**config.mk**
```make
export PLATFORM = sky130hd
export DESIGN_NAME = alu_mc
export DESIGN_NICKNAME = d
export VERILOG_FILES = /design/src/rtl/alu_pkg.sv /design/src/rtl/alu_muldiv_iter.sv /design/src/rtl/alu_mc.sv
export SDC_FILE = /design/constraint.sdc
export NUM_CORES = 1
export LEC_CHECK = 0
export BUFFER_PORTS_ARGS = -buffer_cell sky130_fd_sc_hd__buf_4
export CORE_MARGIN = 2
export CORE_UTILIZATION = 55
export CTS_CLUSTER_SIZE = 30
export DETAILED_ROUTE_END_ITERATION = 10
export PLACE_DENSITY = 0.85
export SYNTH_ARGS = -nofsm -noshare
export SYNTH_HDL_FRONTEND = slang
export SYNTH_HIERARCHICAL = 1
export SYNTH_SLANG_ARGS = --single-unit
```
**constraint.sdc**
```tcl
create_clock -name clk -period 5.5 [get_ports clk]
set_input_delay 0.275 -clock clk [delete_from_list [all_inputs] [get_ports clk]]
set_output_delay 0.275 -clock clk [all_outputs]
set_load 0.005 [all_outputs]
```
**src/rtl/alu_pkg.sv**
```systemverilog
// Shared function codes and FSM encoding for the multi-cycle ALU.
// The control decoder imports the function codes from here as well.
package alu_pkg;

   localparam logic [3:0] FN_AND  = 4'b0000;
   localparam logic [3:0] FN_OR   = 4'b0001;
   localparam logic [3:0] FN_XOR  = 4'b0010;
   localparam logic [3:0] FN_NOR  = 4'b0011;
   localparam logic [3:0] FN_SLT  = 4'b0100;
   localparam logic [3:0] FN_NAND = 4'b0101;
   localparam logic [3:0] FN_ADD  = 4'b1000;
   localparam logic [3:0] FN_SUB  = 4'b1001;
   localparam logic [3:0] FN_MUL  = 4'b1010;
   localparam logic [3:0] FN_DIV  = 4'b1011;

   typedef enum logic [1:0] {
      IDLE = 2'd0,
      BUSY = 2'd1,
      DONE = 2'd2
   } alu_state_e;

   function automatic logic is_iter(input logic [3:0] fn);
      return (fn == FN_MUL) || (fn == FN_DIV);
   endfunction

endpackage

```
**src/rtl/alu_muldiv_iter.sv**
```systemverilog
// One-bit-per-cycle unsigned shift-add multiplier and restoring divider.
// lo/hi present the post-step register values, so the caller can capture the result on the done edge.
module alu_muldiv_iter
   import alu_pkg::*;
#(
   parameter int WIDTH = 32,
   parameter int CNT_W = $clog2(WIDTH) + 1
) (
   input  logic             clk,
   input  logic             rst_n,
   input  logic             start,
   input  logic             op_div,
   input  logic [WIDTH-1:0] a,
   input  logic [WIDTH-1:0] b,
   output logic             done,
   output logic [WIDTH-1:0] lo,
   output logic [WIDTH-1:0] hi
);

   localparam logic [CNT_W-1:0] LAST_CNT = CNT_W'(WIDTH - 1);

   logic             run_q, run_d;
   logic             op_div_q, op_div_d;
   logic [CNT_W-1:0] cnt_q, cnt_d;
   logic [WIDTH-1:0] acc_q, acc_d;
   logic [WIDTH-1:0] lo_q, lo_d;
   logic [WIDTH-1:0] b_q, b_d;

   logic [WIDTH:0]   mul_sum;
   logic [WIDTH:0]   div_sh;
   logic             div_ge;
   logic [WIDTH-1:0] div_diff;

   always_comb begin
      run_d    = run_q;
      op_div_d = op_div_q;
      cnt_d    = cnt_q;
      acc_d    = acc_q;
      lo_d     = lo_q;
      b_d      = b_q;
      done     = 1'b0;

      mul_sum  = {1'b0, acc_q} + {1'b0, (lo_q[0] ? b_q : {WIDTH{1'b0}})};
      div_sh   = {acc_q, lo_q[WIDTH-1]};
      div_ge   = (div_sh >= {1'b0, b_q});
      // When the trial subtract succeeds the true difference is below b, so WIDTH bits suffice.
      div_diff = div_sh[WIDTH-1:0] - b_q;

      if (start) begin
         run_d    = 1'b1;
         op_div_d = op_div;
         cnt_d    = '0;
         acc_d    = '0;
         lo_d     = a;
         b_d      = b;
      end else if (run_q) begin
         cnt_d = cnt_q + 1'b1;
         if (op_div_q) begin
            acc_d = div_ge ? div_diff : div_sh[WIDTH-1:0];
            lo_d  = {lo_q[WIDTH-2:0], div_ge};
         end else begin
            acc_d = mul_sum[WIDTH:1];
            lo_d  = {mul_sum[0], lo_q[WIDTH-1:1]};
         end
         if (cnt_q == LAST_CNT) begin
            run_d = 1'b0;
            done  = 1'b1;
         end
      end
   end

   assign lo = lo_d;
   assign hi = acc_d;

   always_ff @(posedge clk or negedge rst_n) begin
      if (!rst_n) begin
         run_q    <= 1'b0;
         op_div_q <= 1'b0;
         cnt_q    <= '0;
         acc_q    <= '0;
         lo_q     <= '0;
         b_q      <= '0;
      end else begin
         run_q    <= run_d;
         op_div_q <= op_div_d;
         cnt_q    <= cnt_d;
         acc_q    <= acc_d;
         lo_q     <= lo_d;
         b_q      <= b_d;
      end
   end

endmodule

```
**src/rtl/alu_mc.sv**
```systemverilog
// Multi-cycle execute-stage ALU behind a valid/ready handshake.
// state | meaning
// IDLE  | in_ready high, waiting for a request
// BUSY  | mul/div iterating, one bit per cycle
// DONE  | out_valid high, result held until out_ready
module alu_mc
   import alu_pkg::*;
#(
   parameter int WIDTH = 32,
   parameter int CNT_W = $clog2(WIDTH) + 1
) (
   input  logic             clk,
   input  logic             rst_n,
   input  logic             in_valid,
   output logic             in_ready,
   input  logic [3:0]       mode,
   input  logic [WIDTH-1:0] A,
   input  logic [WIDTH-1:0] B,
   output logic             out_valid,
   input  logic             out_ready,
   output logic [WIDTH-1:0] C,
   output logic [WIDTH-1:0] hi,
   output logic             zero
);

   alu_state_e       state_q, state_d;
   logic             in_ready_q, in_ready_d;
   logic             out_valid_q, out_valid_d;
   logic [WIDTH-1:0] c_q, c_d;
   logic [WIDTH-1:0] hi_q, hi_d;
   logic             zero_q, zero_d;

   logic             mdu_start;
   logic             mdu_done;
   logic [WIDTH-1:0] mdu_lo;
   logic [WIDTH-1:0] mdu_hi;
   logic [WIDTH-1:0] alu_res;

   assign mdu_start = (state_q == IDLE) && in_valid && is_iter(mode);

   alu_muldiv_iter #(
      .WIDTH (WIDTH),
      .CNT_W (CNT_W)
   ) u_muldiv (
      .clk    (clk),
      .rst_n  (rst_n),
      .start  (mdu_start),
      .op_div (mode == FN_DIV),
      .a      (A),
      .b      (B),
      .done   (mdu_done),
      .lo     (mdu_lo),
      .hi     (mdu_hi)
   );

   always_comb begin
      case (mode)
         FN_AND:  alu_res = A & B;
         FN_OR:   alu_res = A | B;
         FN_XOR:  alu_res = A ^ B;
         FN_NOR:  alu_res = ~(A | B);
         FN_SLT:  alu_res = {{(WIDTH-1){1'b0}}, ($signed(A) < $signed(B))};
         FN_NAND: alu_res = ~(A & B);
         FN_ADD:  alu_res = A + B;
         FN_SUB:  alu_res = A - B;
         default: alu_res = A;
      endcase
   end

   always_comb begin
      state_d     = state_q;
      in_ready_d  = in_ready_q;
      out_valid_d = out_valid_q;
      c_d         = c_q;
      hi_d        = hi_q;
      zero_d      = zero_q;

      case (state_q)
         IDLE: begin
            if (in_valid) begin
               in_ready_d = 1'b0;
               if (is_iter(mode)) begin
                  state_d = BUSY;
               end else begin
                  state_d     = DONE;
                  out_valid_d = 1'b1;
                  c_d         = alu_res;
                  hi_d        = '0;
                  zero_d      = (alu_res == '0);
               end
            end
         end
         BUSY: begin
            if (mdu_done) begin
               state_d     = DONE;
               out_valid_d = 1'b1;
               c_d         = mdu_lo;
               hi_d        = mdu_hi;
               zero_d      = (mdu_lo == '0);
            end
         end
         DONE: begin
            if (out_ready) begin
               state_d     = IDLE;
               out_valid_d = 1'b0;
               in_ready_d  = 1'b1;
            end
         end
         default: begin
            state_d     = IDLE;
            in_ready_d  = 1'b1;
            out_valid_d = 1'b0;
         end
      endcase
   end

   always_ff @(posedge clk or negedge rst_n) begin
      if (!rst_n) begin
         state_q     <= IDLE;
         in_ready_q  <= 1'b1;
         out_valid_q <= 1'b0;
         c_q         <= '0;
         hi_q        <= '0;
         zero_q      <= 1'b1;
      end else begin
         state_q     <= state_d;
         in_ready_q  <= in_ready_d;
         out_valid_q <= out_valid_d;
         c_q         <= c_d;
         hi_q        <= hi_d;
         zero_q      <= zero_d;
      end
   end

   assign in_ready  = in_ready_q;
   assign out_valid = out_valid_q;
   assign C         = c_q;
   assign hi        = hi_q;
   assign zero      = zero_q;

endmodule
```
==> metrics.csv <==
metric,value,unit
# DRC,0,
die area,0.03493,mm2
drt wl/cell,22.89,um
Crit. End Element,flop,
Post-Syn Nets,2669,
Synth top area share,0.2326,
Clock Skew,13.87,ps
Synth Area in Simple Gates,0.1942,
TritonRoute pass-1 iters,9,
Avg Vias per Cell,6.813,
Placer Congestion,1.070,
unrepaired setup endpoints after global routing,no,
Max IR drop VDD,0.0003066,V
overall routed net length,66370,um
xor and xnor fraction of the mapped netlist area,0.03190,
GRT Overall Usage,0.3683,
max-cap viol count,0,
Root Buffer,clkbuf_16,
worst min path class,input pin to flop,
nets@finish,2693,
share of cells above drive strength 1,0.09890,
synthesized area per cell,7.602,um2
largest cells by area after synthesis,"dfrtp_1 23%, ha_1 12%, o21ai_0 6.0%, a21oi_1 5.5%, nand2_1 5.2%",
# H-tree levels,4,
Syn Inst Count,2420,
Synth Warn #,6,
internal cell power,5314,uW
Rows,66,
Flop pwr share,0.223,
commonest cells in the netlist,"255 x nand2_1, 221 x o21ai_0, 203 x a21oi_1, 196 x nor2_1, 173 x ha_1",
largest family of logic cells by synthesized area,compound AO/OA/AOI/OAI gates,
status,"complete, no violations",
startpoint types,flop,
I/O pins,139,
hold_buf cts,1,
final setup fails,0,
global-route wire length before repair,102600,um
routed vias,19750,
cell area after synthesis,0.01840,mm2
"Reg clk slew, reported paths",70,ps
Period minus WS final,4200,ps
Die W,186.9,um
worst-path fanout max,7,
post-DP HPWL,49790,um
"Seq/Total Area, Yosys",0.2354,
Slew Limit Headroom,0.2667,
CTS tree,built,
DR iter-0 viols,2633,
WP data required,5870,ps
combinational share of power,0.660,
number of synthesized flops with an enable pin,0,
Cell variety after synth,108,
Compound-Gate Fraction of Synth Area,0.3096,
largest net degree at the start of global routing,175,
CP max-delay cell,o41ai_2,
most instantiated library cell after synthesis,nand2_1,
adder-cell area share of the yosys netlist,0.1220,
largest stage delay on the critical path,480,ps
Arrival @ worst endpoint,4570,ps
ys flop type,dfrtp_1,
Tcrit/Tclk final,0.7637,
count of pins over their slew limit,0,
# diodes,0,
CTS buffer count,17,
Die Y,186.9,um
CTS Sinks,173,
total power,10670,uW
Tightest Pin Transition,1100,ps
growth of design area from synthesis to finish,9.507,%
"Hold Vio Cnt, Final",0,
worst path cell trace,"ha_1, nor2b_1, o211ai_1, a21boi_1, o41ai_2, a21oi_1, o21ai_2, nand2_1, nand2_1, a311oi_1, a21o_1, nor4_1, nand4_1, nor4_1, a21oi_1, o31ai_2",
core box area,0.03270,mm2
vias in the first global route,18510,
top cell type by total area after synthesis,dfrtp_1,
mux share of post-synthesis cell area,0.04067,
post-synthesis register bit count,173,
Post-synth ARST share,1.000,
CTS resizes,0,
port bufs,138,
Pwr Density,529.5,mW/mm2
setup tns final,0,ps
fill cell count,2966,
GR Overflow Total,0,
initial antenna violation count,0,
final antenna-violating net count,0,
FMAX,0.2381,GHz
Initial Util,0.5626,
Clk pwr share,0.117,
P_leak,0.009076,uW
P_sw,5353,uW
crit path kind,flop to flop,
CTS max path bufs,2,
sw frac,0.5018,
clock latency on the worst-skew pair,450,ps
postcts setup bufs,0,
final timing paths:
path / end / cells past startpoint / slack (ps) / from
hold reg to reg: C[13]$_DFFE_PN0P_ / 2 / 480 / C[13]$_DFFE_PN0P_
min in group asynchronous: u_muldiv/b_q[6]$_DFFE_PN0P_ / 2 / 470 / rst_n
hold / removal: state_q[1]$_DFFE_PN0P_ / 2 / 70 / out_ready
max in group asynchronous: u_muldiv/run_q$_DFF_PN0_ / 3 / 3680 / rst_n
setup reg to reg: zero$_DFFE_PN1P_ / 16 / 1300 / u_muldiv/acc_q[0]$_DFF_PN0_
setup / recovery: zero$_DFFE_PN1P_ / 16 / 1300 / u_muldiv/acc_q[0]$_DFF_PN0_
critical path: cells and delay by family, from the launching register on:
| family | cells | cell delay (ps) |
|---|---|---|
| simple gates | 6 | 1300 |
| flops | 1 | 450 |
| compound gates | 9 | 2040 |
| fa+ha+maj | 1 | 350 |
through the flow:
step / hold slack [ps] / util / std cells / area [um2] / worst slack [ps]
detailed placement: 401.5 / 0.5973 / 2866 / 19530 / 1318
global route: 79.29 / 0.6161 / 2899 / 20150 / 987.4
finish: 65.48 / 0.6161 / 2899 / 20150 / 1300
global placement: 388.2 / 0.5973 / 2866 / 19530 / 1312
floorplan: -20.59 / - / 2420 / 18400 / 1641
CTS: 55.37 / 0.6161 / 2899 / 20150 / 1306
final cells by class:
class | instances | area [um2] | area share
flip-flops and latches | 173 | 4337 | 0.2153
well taps | 442 | 553.0 | 0.02745
repair buffers | 160 | 1220 | 0.06055
multi-input cells | 1939 | 12860 | 0.6383
clock inverters | 13 | 150.1 | 0.007452
inverters | 153 | 574.3 | 0.02851
clock buffers | 19 | 452.9 | 0.02248
kinds of logic after synthesis:
family	after synthesis
compound gates	867
simple gates	755
buf+inv	308
fa+ha+maj	177
flops	173
mux	73
xor+xnor	67
sequential cells by signal, indices dropped and copies added (netlist names), 2 cells and up:
register / cells
C: 32
hi: 32
state_q: 2
u_muldiv/acc_q: 32
u_muldiv/b_q: 32
u_muldiv/cnt_q: 6
u_muldiv/lo_q: 32
per-layer routing:
layer	GRT usage	part of all wire	vias to the layer above	wire length (um)
li1	-	-	8838	-
met2	0.5908	0.45	1338	29710
met1	0.4822	0.40	9302	26320
met3	0.05066	0.097	272	6458
met4	0.1990	0.059	0	3885
met5	0	0	-	0
layout by cell type, fill, tap and decap left out, types with 11 or more instances in the layout:
master,Yosys,layout
nand2_1,255,255
o21ai_0,221,221
a21oi_1,203,203
nor2_1,196,195
ha_1,173,173
dfrtp_1,171,169
buf_4,4,157
inv_1,150,150
mux2i_1,59,59
nor3_1,57,57
a21o_1,51,51
o22ai_1,46,46
and2_1,42,42
xnor2_1,41,41
nand3_1,38,38
a22o_1,38,38
nand2b_1,27,27
xor2_1,26,26
a31oi_1,25,25
o31ai_1,23,23
nand4_1,23,23
a211oi_1,22,22
o211ai_1,21,21
nor4_1,21,21
o21bai_1,19,19
o21a_1,17,17
clkbuf_16,0,17
nor2b_1,16,16
and3_1,16,16
o21ai_1,16,16
a221oi_1,13,13
mux2_1,12,12
or3_1,11,11
power by group through the flow:
stage / clock, uW / combinational, uW / sequential (uW)
6_report: 1240 / 7050 / 2380
5_1_grt: 1310 / 7700 / 2440
4_1_cts: 1260 / 6870 / 2350
3_5_place_dp: 0 / 6820 / 2360
3_3_place_gp: 0 / 6640 / 2340
2_1_floorplan: 0 / 5270 / 2080
(Power assumes the default switching activity.)
